$ cat config.mk
export PLATFORM = sky130hd
export DESIGN_NAME = ts_q_arb
export DESIGN_NICKNAME = d
export VERILOG_FILES = /design/src/rtl/ts_q_arb.sv
export SDC_FILE = /design/constraint.sdc
export NUM_CORES = 1
export LEC_CHECK = 0
export ABC_AREA = 1
export BUFFER_PORTS_ARGS = -buffer_cell sky130_fd_sc_hd__buf_4
export CAP_MARGIN = 20
export CORE_MARGIN = 10
export CORE_UTILIZATION = 51
export CTS_BUF_LIST = sky130_fd_sc_hd__clkbuf_4 sky130_fd_sc_hd__clkbuf_8
export DETAILED_ROUTE_END_ITERATION = 10
export GPL_ROUTABILITY_DRIVEN = 1
export PLACE_DENSITY = 0.93
export REMOVE_ABC_BUFFERS = 1
export SKIP_CTS_REPAIR_TIMING = 1
export SLEW_MARGIN = 10
export SYNTH_ARGS = -nofsm -noshare
export SYNTH_HDL_FRONTEND = slang
export SYNTH_SLANG_ARGS = --single-unit
$ cat constraint.sdc
create_clock -name clk -period 3.3 [get_ports clk]
set_input_delay 0.66 -clock clk [delete_from_list [all_inputs] [get_ports clk]]
set_output_delay 0.66 -clock clk [all_outputs]
set_load 0.005 [all_outputs]
$ cat src/rtl/ts_q_arb.sv
// Two-queue timestamp arbiter: pops one record per pass from the RX or TX queue
// (round-robin on ties), presents it on a valid/ready port and counts deliveries.
module ts_q_arb #(
  parameter int RD_LAT = 1
) (
  input  logic        clk,
  input  logic        rst,
  input  logic        en_in,
  input  logic        clr_in,
  input  logic [7:0]  rx_q_stat_in,
  input  logic [55:0] rx_q_data_in,
  output logic        rx_q_rd_en_out,
  input  logic [7:0]  tx_q_stat_in,
  input  logic [55:0] tx_q_data_in,
  output logic        tx_q_rd_en_out,
  output logic        ts_valid_out,
  input  logic        ts_ready_in,
  output logic [55:0] ts_data_out,
  output logic        ts_src_out,
  output logic [15:0] rx_cnt_out,
  output logic [15:0] tx_cnt_out
);

  typedef enum logic [1:0] {IDLE, READ, WAIT, VALID} state_t;

  localparam logic [1:0] WAIT_LAST = 2'(RD_LAT - 1);

  state_t     state;
  logic       last_src;
  logic       sel_src;
  logic [1:0] wait_cnt;
  logic       rx_elig;
  logic       tx_elig;
  logic       grant_src;
  logic       hs;

  function automatic logic [15:0] cnt_next(input logic [15:0] cnt, input logic clr,
                                           input logic inc);
    if (clr) return 16'd0;
    return cnt + {15'd0, inc};
  endfunction

  assign rx_elig   = en_in && (rx_q_stat_in != 8'd0);
  assign tx_elig   = en_in && (tx_q_stat_in != 8'd0);
  // On a tie the source that was not served last wins; otherwise the only eligible one.
  assign grant_src = (rx_elig && tx_elig) ? ~last_src : tx_elig;
  assign hs        = ts_valid_out && ts_ready_in;

  always_ff @(posedge clk) begin
    if (rst) begin
      state          <= IDLE;
      rx_q_rd_en_out <= 1'b0;
      tx_q_rd_en_out <= 1'b0;
      ts_valid_out   <= 1'b0;
      ts_data_out    <= 56'd0;
      ts_src_out     <= 1'b0;
      rx_cnt_out     <= 16'd0;
      tx_cnt_out     <= 16'd0;
      last_src       <= 1'b1;
      sel_src        <= 1'b0;
      wait_cnt       <= 2'd0;
    end else begin
      if (clr_in || (hs && !ts_src_out))
        rx_cnt_out <= cnt_next(rx_cnt_out, clr_in, hs && !ts_src_out);
      if (clr_in || (hs && ts_src_out))
        tx_cnt_out <= cnt_next(tx_cnt_out, clr_in, hs && ts_src_out);

      case (state)
        IDLE: begin
          if (rx_elig || tx_elig) begin
            sel_src        <= grant_src;
            rx_q_rd_en_out <= ~grant_src;
            tx_q_rd_en_out <= grant_src;
            state          <= READ;
          end
        end
        READ: begin
          rx_q_rd_en_out <= 1'b0;
          tx_q_rd_en_out <= 1'b0;
          wait_cnt       <= WAIT_LAST;
          state          <= WAIT;
        end
        WAIT: begin
          // Queue data is valid in the last WAIT cycle; capture it on that edge.
          if (wait_cnt == 2'd0) begin
            ts_data_out  <= sel_src ? tx_q_data_in : rx_q_data_in;
            ts_src_out   <= sel_src;
            ts_valid_out <= 1'b1;
            state        <= VALID;
          end else begin
            wait_cnt <= wait_cnt - 2'd1;
          end
        end
        VALID: begin
          if (ts_ready_in) begin
            ts_valid_out <= 1'b0;
            last_src     <= ts_src_out;
            state        <= IDLE;
          end
        end
        default: state <= IDLE;
      endcase
    end
  end

endmodule

Word level (Yosys, flattened, before mapping)
Index checks and enable logic that the tools add are counted.
{ "op_classes": {"n_eq_ne": 7, "bitwise_logic": 2, "n_addsub": 3, "reduce_logical": 24, "muxes": 23} }
{ "op_table": {"columns": ["op", "count"], "rows": [
  ["$mux 56", 1],
  ["$mux 16", 3],
  ["$add 16x1->16", 2],
  ["$reduce_bool 8->1", 2],
  ["$mux 1", 10],
  ["$reduce_and 2->1", 5],
  ["$mux 2", 4],
  ["$ne 2x2->1 const B", 4],
  ["$pmux 2 s4", 1],
  ["$logic_and 1x1->1", 6],
  ["$pmux 1 s2", 3],
  ["$reduce_and 3->1", 2],
  ["$reduce_bool 2->1", 3],
  ["$eq 2x2->1 const B", 2],
  ["$logic_not 2->1", 2],
  ["$pmux 2 s2", 1],
  ["$logic_or 1x1->1", 3],
  ["$eq 2x1->1 const B", 1],
  ["$not 1->1", 2],
  ["$sub 2x1->2 const B", 1],
  ["$logic_not 1->1", 1]
]} }
{ "totals": {"in_bits": 133, "wordCells": 70, "register_bits": 98} }

Depth between registers and ports, before layout
Gate-level depths: netlist of the first run.
{ "depth": {"word_depth": 7, "depth_mapped": 13, "mapped_depth_nobuf": 13} }

Worst setup path before layout of the first run
Ideal clock, no wire load.
{ "synth_timing": {"path_type": "input -> register", "from": "input ts_ready_in", "to": "register rx_cnt_out[10]", "stages": 12, "n_path_buf": 0, "arrival_ns": 1.821, "setup_slack_ns": 1.351, "cell_sequence": "nand3_2 inv_1 ha_1 nand2_1 nor2_2 nand2_2 nor3_2 nand2_1 inv_1 nand2_1 nand2_1 nor2_1"} }
{ "synth_via": {"elab_chain_len": 4, "word_cells_on_any_way": 5, "cone_classes": "1 x add/sub; 1 x mux; 3 x reduce/logical"} }
{ "synth_rtl": {"columns": ["item", "line", "rtl"], "rows": [
  ["start: declaration", "17", "input logic ts_ready_in,"],
  ["$logic_and 1x1->1 *", "47", "assign hs = ts_valid_out && ts_ready_in;"],
  ["$logic_and 1x1->1 *", "63, 64", null],
  ["$add 16x1->16", "40", "return cnt + {15'd0, inc};"],
  ["$mux 16", "40", null],
  ["end signal: assignment", "64", "rx_cnt_out <= cnt_next(rx_cnt_out, clr_in, hs && !ts_src_out);"],
  ["end: declaration", "20", "output logic [15:0] rx_cnt_out,"]
]} }
Mark *: on every way between the ends. The rest lies on a longest branch, timed or not.
A chain may end at the register's enable or synchronous reset.

Worst setup path in the final report of the first run
{ "layout_timing": {"from": "register ts_valid_out", "to": "register rx_cnt_out[10]"} }
{ "layout_via": {"elab_chain_len": 4, "word_cells_on_any_way": 5, "cone_classes": "1 x add/sub; 1 x mux; 3 x reduce/logical"} }
{ "layout_rtl": {"columns": ["item", "line", "rtl"], "rows": [
  ["start: declaration", "16", "output logic ts_valid_out,"],
  ["start signal: assignment", "54", "ts_valid_out <= 1'b0;"],
  ["start signal: assignment", "88", "ts_valid_out <= 1'b1;"],
  ["start signal: assignment", "96", "ts_valid_out <= 1'b0;"],
  ["$logic_and 1x1->1 *", "47", null],
  ["$logic_and 1x1->1 *", "63, 64", null],
  ["$add 16x1->16", "40", null],
  ["$mux 16", "40", null]
]} }
Marked as above.

==> results.yml, run 1 <==
timing:
  grt_setup_unrepaired: "false"
  setup_violations: 0
  worstMarginPinSlew_ns: 0.6067
  setup_tns_ns: 0
  fin_skew_ns: 0.01457
  min_period_ns: 1.972
  hold_viol: 0
  slew_headroom_pct: 59.55
  finalCritPeriodShare_pct: 59.77
  timing.fmax_ghz: 0.5070
  drv_slew: 0
critical_path:
  end_kind: "flip-flop"
  crit_family: "simple AND/OR/NAND/NOR gates"
  crit_required_ns: 3.52
  cp_slowest_cell: "dfxtp_1"
  path_buf_inv: 2
  crit_fanout: 5
  crit_arrival_ns: 2.19
  critical_path_class: "reg -> reg"
  max_stage_delay_ns: 0.43
  setup.worst_path.start_class: "flip-flop"
  cp_cell_sequence: "nand3_2 -> inv_1 -> ha_1 -> nand2_1 -> nor2_2 -> nand2_2 -> nor3_2 -> nand2_1 -> inv_1 -> nand2_1 -> nand2_1 -> nor2_1"
  path_common_cell: "nand2_1"
clocking:
  cts_tree: "built"
  cts_buffers: 9
  clk_pin_slew_worst_paths_ns: 0.10
  clkSinkCount: 98
  clock_latency_ns: 0.35
  cts_htree_levels: 3
  ctsRootBufferMaster: "clkbuf_8"
  clock_path_buffers: 2
logic_synthesis:
  synth.cell_area_sq_mm: 0.004720
  synthArstFlopShare_pct: 0
  avgSynthCellArea_sq_um: 7.097
  synth_fa_ha_area_share_pct: 2.651
  yosys.area_share.xor_xnor_pct: 0
  synthCells: 665
  synth.distinct_cells: 31
  synth_compound_area_share_pct: 15.16
  ys_ff_latch: 98
  muxShareOfSynthArea_pct: 0
  synth_edf_count: 0
  yosysSeqAreaShare_pct: 41.57
  synth-simple-area-share_pct: 29.64
  synth_top_flop_cell: "dfxtp_1"
  ys_warn_count: 0
  synth_top_family_by_area: "simple AND/OR/NAND/NOR gates"
layout:
  design_area_sq_mm: 0.006690
  num_antenna_cells: 0
  nets: 1015
  drive_gt1_share_pct: 31.01
  final_cell_mix: "buf_4 (229), nand2_1 (162), dfxtp_1 (97), inv_1 (93), nand3_1 (68)"
  layout_commonest_cell: "buf_4"
  n_fill_cell: 739
  syn_to_final_growth_pct: 41.76
global_route:
  track_usage_pct: 21.96
  grt_pass1_vias: 4785
  grt_pass1_wl_um: 23740
  antenna_found_initial: 0
  grt_start_max_net_pins: 79
  grt-ovfl-total: 0
pwr:
  vdd_ir_drop_max_uv: 456.2
  pwr-share-seq_pct: 40.8
  p_int_mw: 2.634
  pwr-share-comb_pct: 35.5
  p_leak_nw: 3.387
  power.density_mw_per_mm2: 583.6
  p_sw_share_pct: 32.54
  p_switching_mw: 1.271
  pwr-share-clk_pct: 23.7
route:
  via_per_inst: 5.122
  dr.pass1.iters: 4
  vias: 5061
  routed_wl_um: 15490
  ant_nets: 0
  drtIter0Drc: 314
  wl_per_cell_um: 15.68
  drc: 0
placement:
  dpl-instance-area_sq_mm: 0.006449
  port_buffers: 224
  hpwl_um: 12040
  gp_congestion: 0.8720
floorplanning:
  io_pins: 225
  die_area_sq_mm: 0.01350
  die_x_um: 116.2
  start_util_pct: 51.81
  rows: 35
  core_sq_mm: 0.009109
  die_y_um: 116.2
min_path:
  hold_path_class: "reg -> reg"
run:
  cap_violations: 0
status:
  status: "finished, final reports clean"
registers in the layout, summed over array words and instances (netlist names):
register / count
sel_src: 1
rx_cnt_out: 16
wait_cnt: 2
ts_src_out: 1
tx_cnt_out: 16
tx_q_rd_en_out: 1
ts_valid_out: 1
ts_data_out: 56
state: 2
rx_q_rd_en_out: 1
last_src: 1
power groups by stage:
stage                     sequential [mW]  combinational, mW  clock (mW)
after floorplan                      1.63              0.624           0
after global placement               1.61               1.36           0
after detailed placement             1.62               1.39           0
after CTS                            1.59               1.40       0.935
after global routing                 1.63               1.53       0.980
final                                1.59               1.39       0.925
synthesized netlist by cell type, types with 2 or more instances:
cell / number / area share (%)
nor3_2: 2 / 0.42
clkinv_1: 2 / 0.16
nand4_1: 2 / 0.27
nand2_1: 162 / 13
a31oi_1: 3 / 0.40
inv_2: 3 / 0.24
nand2_2: 4 / 0.53
buf_2: 15 / 1.6
nor3_1: 10 / 1.1
ha_1: 10 / 2.7
nor2_4: 5 / 1.2
o21a_1: 3 / 0.48
inv_1: 93 / 7.4
clkbuf_1: 17 / 1.4
o211ai_1: 57 / 9.1
dfxtp_1: 98 / 42
nand3_2: 4 / 0.85
a21oi_1: 27 / 2.9
nor2_1: 49 / 3.9
nand3_1: 68 / 7.2
nor2_2: 4 / 0.53
o21ai_0: 18 / 1.9
final timing paths:
kind,start,to,slack [ns],depth (start not counted)
setup / recovery,ts_valid_out,rx_cnt_out[10],1.33,12
hold / removal,tx_cnt_out[7],tx_cnt_out[7],0.47,2
setup reg to reg,ts_valid_out,rx_cnt_out[10],1.33,12
hold reg to reg,tx_cnt_out[7],tx_cnt_out[7],0.47,2
area by class of cell:
class | instances | area (sq um) | share of cell area [%]
multi-input combinational | 435 | 2240 | 33.48
sequential | 98 | 1963 | 29.34
timing repair buffer | 230 | 1739 | 26.00
inverter | 98 | 367.9 | 5.498
clock buffer | 11 | 138.9 | 2.076
tap | 111 | 138.9 | 2.076
clock inverter | 5 | 102.6 | 1.534
worst min-delay path: stages, from the launching register on:
cell and delay [ns]:
dfxtp_1 0.33, inv_1 0.05, a21oi_1 0.05
logic make-up (layout without fill, tap and decap cells):
family | after synthesis | count (layout)
adder cells (fa/ha/maj) | 10 | 10
AO/OA/AOI/OAI | 111 | 111
flip-flops | 98 | 98
AND/OR/NAND/NOR | 314 | 314
buffers and inverters | 132 | 344
metal layers:
layer | GRT usage, % | wire [um] | vias to the layer above
li1 | - | - | 2572
met1 | 23.79 | 6059 | 2304
met2 | 39.63 | 7799 | 157
met3 | 6.369 | 1157 | 28
met4 | 8.173 | 475 | 0
met5 | 0 | 0 | -
metrics by stage:
step	hold WS (ns)	instances	power [mW]	utilization, %	worst slack, ns
6_report	0.4651	988	3.904	73.45	1.328
3_3_place_gp	0.4480	972	2.963	70.80	1.088
2_1_floorplan	0.4292	631	2.257	-	0.1430
5_1_grt	0.4900	988	4.132	73.45	1.141
4_1_cts	0.4647	988	3.927	73.45	1.328
3_5_place_dp	0.4503	972	3.007	70.80	0.9974
No activity file was read; power rests on OpenSTA's default activity.
==> run 2: changes to the inputs <==
CORE_UTILIZATION = 43   (was 51)
PLACE_DENSITY = 0.84   (was 0.93)
clock period = 1.7 ns   (was 3.3 ns; I/O delays follow)
==> run 2 against run 1 <==
  * Critical endpoint unchanged
  * Cell count grew 4.0%
  * First-iteration DRC count grew 13%
  * Routed wire length shrank 1.9%
  * Total power grew 90%
  * Clock-buffer cell count grew 2
  * Combinational power grew 110%
  * Sequential cell count is the same
  * Cell area grew 2.8%
  * Non-clock buffer count grew 11
  * Register-to-register slack lost 1.2 ns
  * Global-route usage shrank 3.6 points
==> results.yml, run 2 (synthesized netlist as in run 1, its figures left out) <==
placement:
  hpwl_um: 11690
  gp_congestion: 0.8626
  port_buffers: 224
  dp_slack_ns: 0.02436
clocking:
  cts_htree_levels: 3
  cts_buffers: 9
  clkSinkCount: 98
  clk_pin_slew_worst_paths_ns: 0.09
  clock_path_buffers: 2
  clock_latency_ns: 0.35
  cts_tree: "built"
  ctsRootBufferMaster: "clkbuf_8"
timing:
  finalCritPeriodShare_pct: 92.76
  drv_slew: 0
  timing.fmax_ghz: 0.6342
  setup_violations: 0
  timing.final.ws_setup_ns: 0.1231
  fin_skew_ns: 0.008830
  slew_headroom_pct: 68.47
  hold_viol: 0
  worstMarginPinSlew_ns: 0.4724
  min_period_ns: 1.577
floorplanning:
  core_sq_mm: 0.01079
  die_x_um: 124.8
  die_y_um: 124.8
  rows: 38
  start_util_pct: 43.73
  die_area_sq_mm: 0.01557
  io_pins: 225
pwr:
  power.density_mw_per_mm2: 1078
  vdd_ir_drop_max_uv: 780.7
  p_total_mw: 7.414
  p_leak_nw: 3.462
layout:
  largestRegisters: "ts_data_out (56), rx_cnt_out (16), tx_cnt_out (16)"
  layout_commonest_cell: "buf_4"
  multi_input_area_sq_mm: 0.002281
  final_cell_mix: "buf_4 (235), nand2_1 (159), dfxtp_1 (94), inv_1 (90), nand3_1 (68)"
  regArea_sq_mm: 0.001967
  largest_reg_flops: 56
  n_fill_cell: 983
  syn_to_final_growth_pct: 45.68
  num_antenna_cells: 0
  regMostFlops: "ts_data_out"
  nets: 1026
  drive_gt1_share_pct: 33.00
critical_path:
  setup.worst_path.start_class: "flip-flop"
  end_kind: "flip-flop"
  cp_slowest_cell: "dfxtp_2"
  crit_arrival_ns: 1.81
  crit_family: "simple AND/OR/NAND/NOR gates"
  path_buf_inv: 3
  max_stage_delay_ns: 0.35
  path_common_cell: "inv_2"
  crit_fanout: 3
  critical_path_class: "reg -> reg"
  crit_required_ns: 1.93
  cp_cell_sequence: "inv_2 -> nand3_2 -> inv_2 -> ha_4 -> nand2_2 -> nor2_4 -> nand2_4 -> nor3_4 -> nand2_2 -> inv_2 -> nand2_1 -> nand2_1 -> nor2_1"
global_route:
  grt_pass1_vias: 4771
  grt_start_max_net_pins: 59
  track_usage_pct: 18.38
  grt_pass1_wl_um: 24190
  antenna_found_initial: 0
  grt-ovfl-total: 0
route:
  drtIter0Drc: 355
  dr.pass1.iters: 4
  drc: 0
  ant_nets: 0
  wl_per_cell_um: 14.79
  routed_wl_um: 15210
  via_per_inst: 4.883
  vias: 5020
min_path:
  hold_path_class: "in -> reg"
run:
  cap_violations: 0
status:
  status: "finished, final reports clean"
## run 2: cell types whose count changed in the layout (fill, tap and decap cells not counted), moves of 3 or more
| cell | delta |
|---|---|
| buf_12 | +4 |
| bufinv_16 | -3 |
| dfxtp_2 | +3 |
| dfxtp_1 | -3 |
| buf_4 | +6 |
| inv_1 | -3 |
| nand2_1 | -3 |
## run 2: area by class of cell
| class | instances | share of cell area [%] |
|---|---|---|
| tap | 140 | 2.548 |
| sequential | 98 | 28.61 |
| timing repair buffer | 241 | 27.48 |
| inverter | 98 | 5.423 |
| multi-input combinational | 435 | 33.18 |
| clock buffer | 13 | 2.420 |
| clock inverter | 3 | 0.3458 |
## run 2: layer usage
metal | GRT usage (%) | vias up | part of all wire (%)
met5 | 0 | - | 0
met3 | 4.383 | 12 | 5.8
met2 | 33.22 | 134 | 53
met4 | 5.346 | 0 | 1.4
li1 | - | 2592 | -
met1 | 20.82 | 2282 | 40
## run 2: through the flow
stage / std cells / setup TNS [ns] / util [%] / hold slack, ns / cell area, sq um
after floorplan: 631 / -83.20 / - / 0.4091 / 4569
after global placement: 1009 / 0 / 61.12 / 0.4427 / 6596
after detailed placement: 1009 / 0 / 61.12 / 0.4550 / 6596
after CTS: 1025 / 0 / 62.88 / 0.1779 / 6787
after global routing: 1028 / -0.01044 / 63.70 / 0.1783 / 6875
final: 1028 / 0 / 63.70 / 0.1958 / 6875
## run 2: power by group
part	switching [mW]	internal, mW	total, mW
registers	0.287	2.82	3.10
logic	1.41	1.46	2.87
clock network	0.789	0.650	1.44
## run 2: final timing paths
check / startpoint / endpoint / slack, ns / cells past startpoint
max: ts_src_out / rx_cnt_out[10] / 0.12 / 13
min: rst / sel_src / 0.20 / 2
max reg2reg: ts_src_out / rx_cnt_out[10] / 0.12 / 13
min reg2reg: wait_cnt[0] / wait_cnt[0] / 0.46 / 1
